### src/rtl/sc_stream_decoder.sv
// rtl/sc_stream_decoder.sv - stochastic-to-binary decoder: counts ones per stream over a window
// of STREAM_LEN valid samples, then presents the per-stream counts over a valid/ready handshake.
module sc_stream_decoder #(
  parameter int NUM_OUTPUTS = 2,
  parameter int STREAM_LEN  = 256,
  parameter int CNT_W       = $clog2(STREAM_LEN + 1)
) (
  input  logic                         clk,
  input  logic                         rst,
  input  logic                         start,
  input  logic                         stream_valid,
  input  logic [NUM_OUTPUTS-1:0]       streams,
  output logic                         busy,
  output logic                         result_valid,
  input  logic                         result_ready,
  output logic [NUM_OUTPUTS*CNT_W-1:0] counts
);

  typedef enum logic [1:0] {IDLE, COUNT, DONE} state_t;

  localparam logic [CNT_W-1:0] LAST_SAMPLE = CNT_W'(STREAM_LEN - 1);

  state_t                              state;
  logic [CNT_W-1:0]                    sample_cnt;
  logic [NUM_OUTPUTS-1:0][CNT_W-1:0]   acc;
  logic [NUM_OUTPUTS-1:0][CNT_W-1:0]   counts_q;

  assign counts = counts_q;

  always_ff @(posedge clk) begin
    if (rst) begin
      state        <= IDLE;
      sample_cnt   <= '0;
      acc          <= '0;
      counts_q     <= '0;
      busy         <= 1'b0;
      result_valid <= 1'b0;
    end else begin
      case (state)
        IDLE: begin
          if (start) begin
            state      <= COUNT;
            busy       <= 1'b1;
            sample_cnt <= '0;
            acc        <= '0;
          end
        end
        COUNT: begin
          if (stream_valid) begin
            for (int k = 0; k < NUM_OUTPUTS; k++) begin
              acc[k] <= acc[k] + CNT_W'(streams[k]);
            end
            sample_cnt <= sample_cnt + CNT_W'(1);
            // The closing sample is folded straight into the published result.
            if (sample_cnt == LAST_SAMPLE) begin
              for (int k = 0; k < NUM_OUTPUTS; k++) begin
                counts_q[k] <= acc[k] + CNT_W'(streams[k]);
              end
              state        <= DONE;
              busy         <= 1'b0;
              result_valid <= 1'b1;
            end
          end
        end
        DONE: begin
          if (result_ready) begin
            result_valid <= 1'b0;
            state        <= IDLE;
          end
        end
        default: state <= IDLE;
      endcase
    end
  end

endmodule
### config.mk
export PLATFORM = sky130hd
export DESIGN_NAME = sc_stream_decoder
export DESIGN_NICKNAME = d
export VERILOG_FILES = /design/src/rtl/sc_stream_decoder.sv
export SDC_FILE = /design/constraint.sdc
export NUM_CORES = 1
export LEC_CHECK = 0
export BUFFER_PORTS_ARGS = -buffer_cell sky130_fd_sc_hd__buf_2
export CORE_AREA = 3 3 70 72
export CTS_CLUSTER_DIAMETER = 120
export DETAILED_ROUTE_END_ITERATION = 10
export DIE_AREA = 0 0 73 75
export PLACE_DENSITY = 0.79
export SYNTH_ARGS = -nofsm -noshare
export SYNTH_HDL_FRONTEND = slang
export SYNTH_SLANG_ARGS = --single-unit
export TNS_END_PERCENT = 50
### constraint.sdc
create_clock -name clk -period 2.2 [get_ports clk]
set_input_delay 0.44 -clock clk [delete_from_list [all_inputs] [get_ports clk]]
set_output_delay 0.44 -clock clk [all_outputs]
set_load 0.03 [all_outputs]
==> flow_metrics.env <==
export IMPL_status="complete, no violations"
export IMPL_ios=27
export IMPL_cts_tree="yes"
export IMPL_mostFrequentLayoutCells="dfxtp_1, o21ai_0, nand2_1, buf_2, a21oi_1"
export IMPL_cts_resized_gates=0
export IMPL_grt_pass1_wl_um=8560
export IMPL_async_flop_share=0
export IMPL_clockBufferDepth=2
export IMPL_wire_per_inst_um=14.1
export IMPL_place_port_buffers=26
export IMPL_path_max_fanout=24
export IMPL_grt_pass1_vias=1860
export IMPL_synth_nets=283
export IMPL_drc=0
export IMPL_crit_chain="ha_1 -> nand3_1 -> nor2_1 -> ha_1 -> and4b_1 -> buf_4 -> nor2_1 -> a211oi_1"
export IMPL_min_path_type="in2reg"
export IMPL_syn_to_final_growth_pct=8.76
export IMPL_required_ns=2.42
export IMPL_synthDominantCellAreaShare=0.416
export IMPL_yosysUniqueCellTypes=44
export IMPL_post_place_ws_ns=0.326
export IMPL_cap_viol_max_count=0
export IMPL_finalClockSkew_ns=0.00755
export IMPL_holdBufCountCts=0
export IMPL_place_gp_congestion=0.770
export IMPL_synthTopCellsByArea="dfxtp_1, o21ai_0, a21oi_1"
export IMPL_worst_pin_slew_ns=0.554
export IMPL_peakVddDrop_uv=458
export IMPL_yosysTopAreaCell="dfxtp_1"
export IMPL_met3_length_um=179
export IMPL_vias=2025
export IMPL_synth_edf_count=0
export IMPL_gr_usage_all_layers=0.196
export IMPL_min_period_over_period=0.829
export IMPL_maxSlewHeadroom=0.631
export IMPL_wl_met1_um=2200
export IMPL_cts_num_sinks=49
export IMPL_critPathCaptureType="flop"
export IMPL_cp_arrival_ns=2.04
export IMPL_critPathKind="reg2reg"
export IMPL_diodes=0
export IMPL_path_clk_slew_ns=0.09
export IMPL_seq_area_frac_synth=0.416
export IMPL_ys_seq_elements=49
export IMPL_num_fill_cells=390
export IMPL_die_x_um=73
export IMPL_wl_met2_um=2380
export IMPL_drt_pass1_iterations=4
export IMPL_gr_total_overflow=0
export IMPL_setup_slack_ns=0.377
export IMPL_h_tree_depth=2
export IMPL_root_buffer="clkbuf_8"
export IMPL_synth_cells=270
export IMPL_finalSetupViolations=0
export IMPL_crit_path_top_delay_cell="dfxtp_1"
export IMPL_power_density_nw_per_um2=580
export IMPL_yosys_warnings=0
export IMPL_numCtsBuffers=5
export IMPL_hpwl_um=3260
export IMPL_layout_drive_gt1_share=0.146
export IMPL_tns_ns=0
export IMPL_final_common_cell="dfxtp_1"
export IMPL_highest_layer="met4"
export IMPL_core_sq_um=4350
export IMPL_drt_initial_drc_count=134
export IMPL_rows=24
export IMPL_synth_area_sq_um=2360
export IMPL_drt_total_wl_um=4800
export IMPL_max_stage_delay_ns=0.40
export IMPL_max_freq_mhz=548
export IMPL_ys_flop_type="dfxtp_1"
export IMPL_power_mw=1.49
export IMPL_hold_viol=0
export IMPL_period_minus_slack_ns=1.82
export IMPL_antenna_found_initial=0
export IMPL_drtAntennaViolNets=0
export IMPL_clkLatencyLatePin_ns=0.30
export IMPL_start_util=0.541
export IMPL_die_area_sq_um=5480
export IMPL_fin_nets=300
export IMPL_via_per_inst=5.96
export IMPL_power_leakage_nw=1.01
export IMPL_grt_max_degree=27
export IMPL_post_cts_buffers=0
export IMPL_startpoint_type="flop"
export IMPL_timing_final_max_slew_violations=0
export IMPL_rsz0062_at_grt="false"
export IMPL_die_height_um=75
export IMPL_avgSynthCellArea_sq_um=8.73
cell type report:
type | count | area (sq um) | share of cell area
Tap cell | 52 | 65.1 | 0.0254
Clock buffer | 6 | 72.6 | 0.0283
Inverter | 3 | 11.3 | 0.00439
Timing Repair Buffer | 32 | 175 | 0.0683
Multi-Input combinational cell | 196 | 1250 | 0.487
Clock inverter | 2 | 10.0 | 0.00390
Sequential cell | 49 | 981 | 0.383
metrics by stage:
step / hold slack [ns] / util / cells / instance area (sq um)
2_1_floorplan: 0.450 / - / 270 / 2360
3_3_place_gp: 0.438 / 0.570 / 332 / 2480
3_5_place_dp: 0.443 / 0.570 / 332 / 2480
4_1_cts: 0.421 / 0.589 / 340 / 2560
5_1_grt: 0.436 / 0.589 / 340 / 2560
6_report: 0.434 / 0.589 / 340 / 2560
Yosys cell counts (all sizes together) (8+ instances only):
cell,count
a21oi,25
nand3,10
dfxtp,49
or3,10
a31oi,8
nand2,27
a211o,8
buf,15
o211a,8
nor4,9
o21ai,30
worst paths after layout:
path / endpoint / slack, ns / startpoint / cells after the start
max: counts[2]$_SDFFE_PP0P_ / 0.38 / sample_cnt[0]$_SDFFE_PP0P_ / 8
min: state[1]$_SDFFE_PP0P_ / 0.43 / result_ready / 4
min reg2reg: counts[1]$_SDFFE_PP0P_ / 0.45 / counts[1]$_SDFFE_PP0P_ / 2
max reg2reg: counts[2]$_SDFFE_PP0P_ / 0.38 / sample_cnt[0]$_SDFFE_PP0P_ / 8
layer usage:
metal | vias up | track usage
met5 | - | 0
met3 | 6 | 0.0374
met1 | 935 | 0.253
met4 | 0 | 0.0820
met2 | 28 | 0.323
li1 | 1056 | -
state kept, by name (all words and copies together) (netlist names):
signal        cells
state             2
result_valid      1
counts           18
busy              1
sample_cnt        9
acc              18
cell families (layout without fill, tap and decap cells):
group / after synthesis / in the layout / synth area share
AOI/OAI and AO/OA: 96 / 96 / 0.261
and+or+nand+nor: 86 / 86 / 0.205
DFF: 49 / 49 / 0.416
buffers and inverters: 25 / 43 / 0.0541
adders and majority gates: 6 / 6 / 0.0318
xor gates and xnor gates: 6 / 6 / 0.0223
muxes: 2 / 2 / 0.0101
critical path, delay by kind of cell (launching register included):
| kind | cells | cell delay [ns] |
|---|---|---|
| AND/OR/NAND/NOR | 4 | 0.49 |
| adder cells (fa/ha/maj) | 2 | 0.41 |
| flip-flops | 1 | 0.40 |
| buffers and inverters | 1 | 0.24 |
| AO/OA/AOI/OAI | 1 | 0.20 |
where the power goes:
part	internal, mW	switching [mW]	leakage (nW)
clock	0.221	0.291	0.0450
sequential	0.891	0.00666	0.395
combinational	0.0243	0.0532	0.570
total	1.14	0.351	1.01
Power figures use the tool's default switching activity.
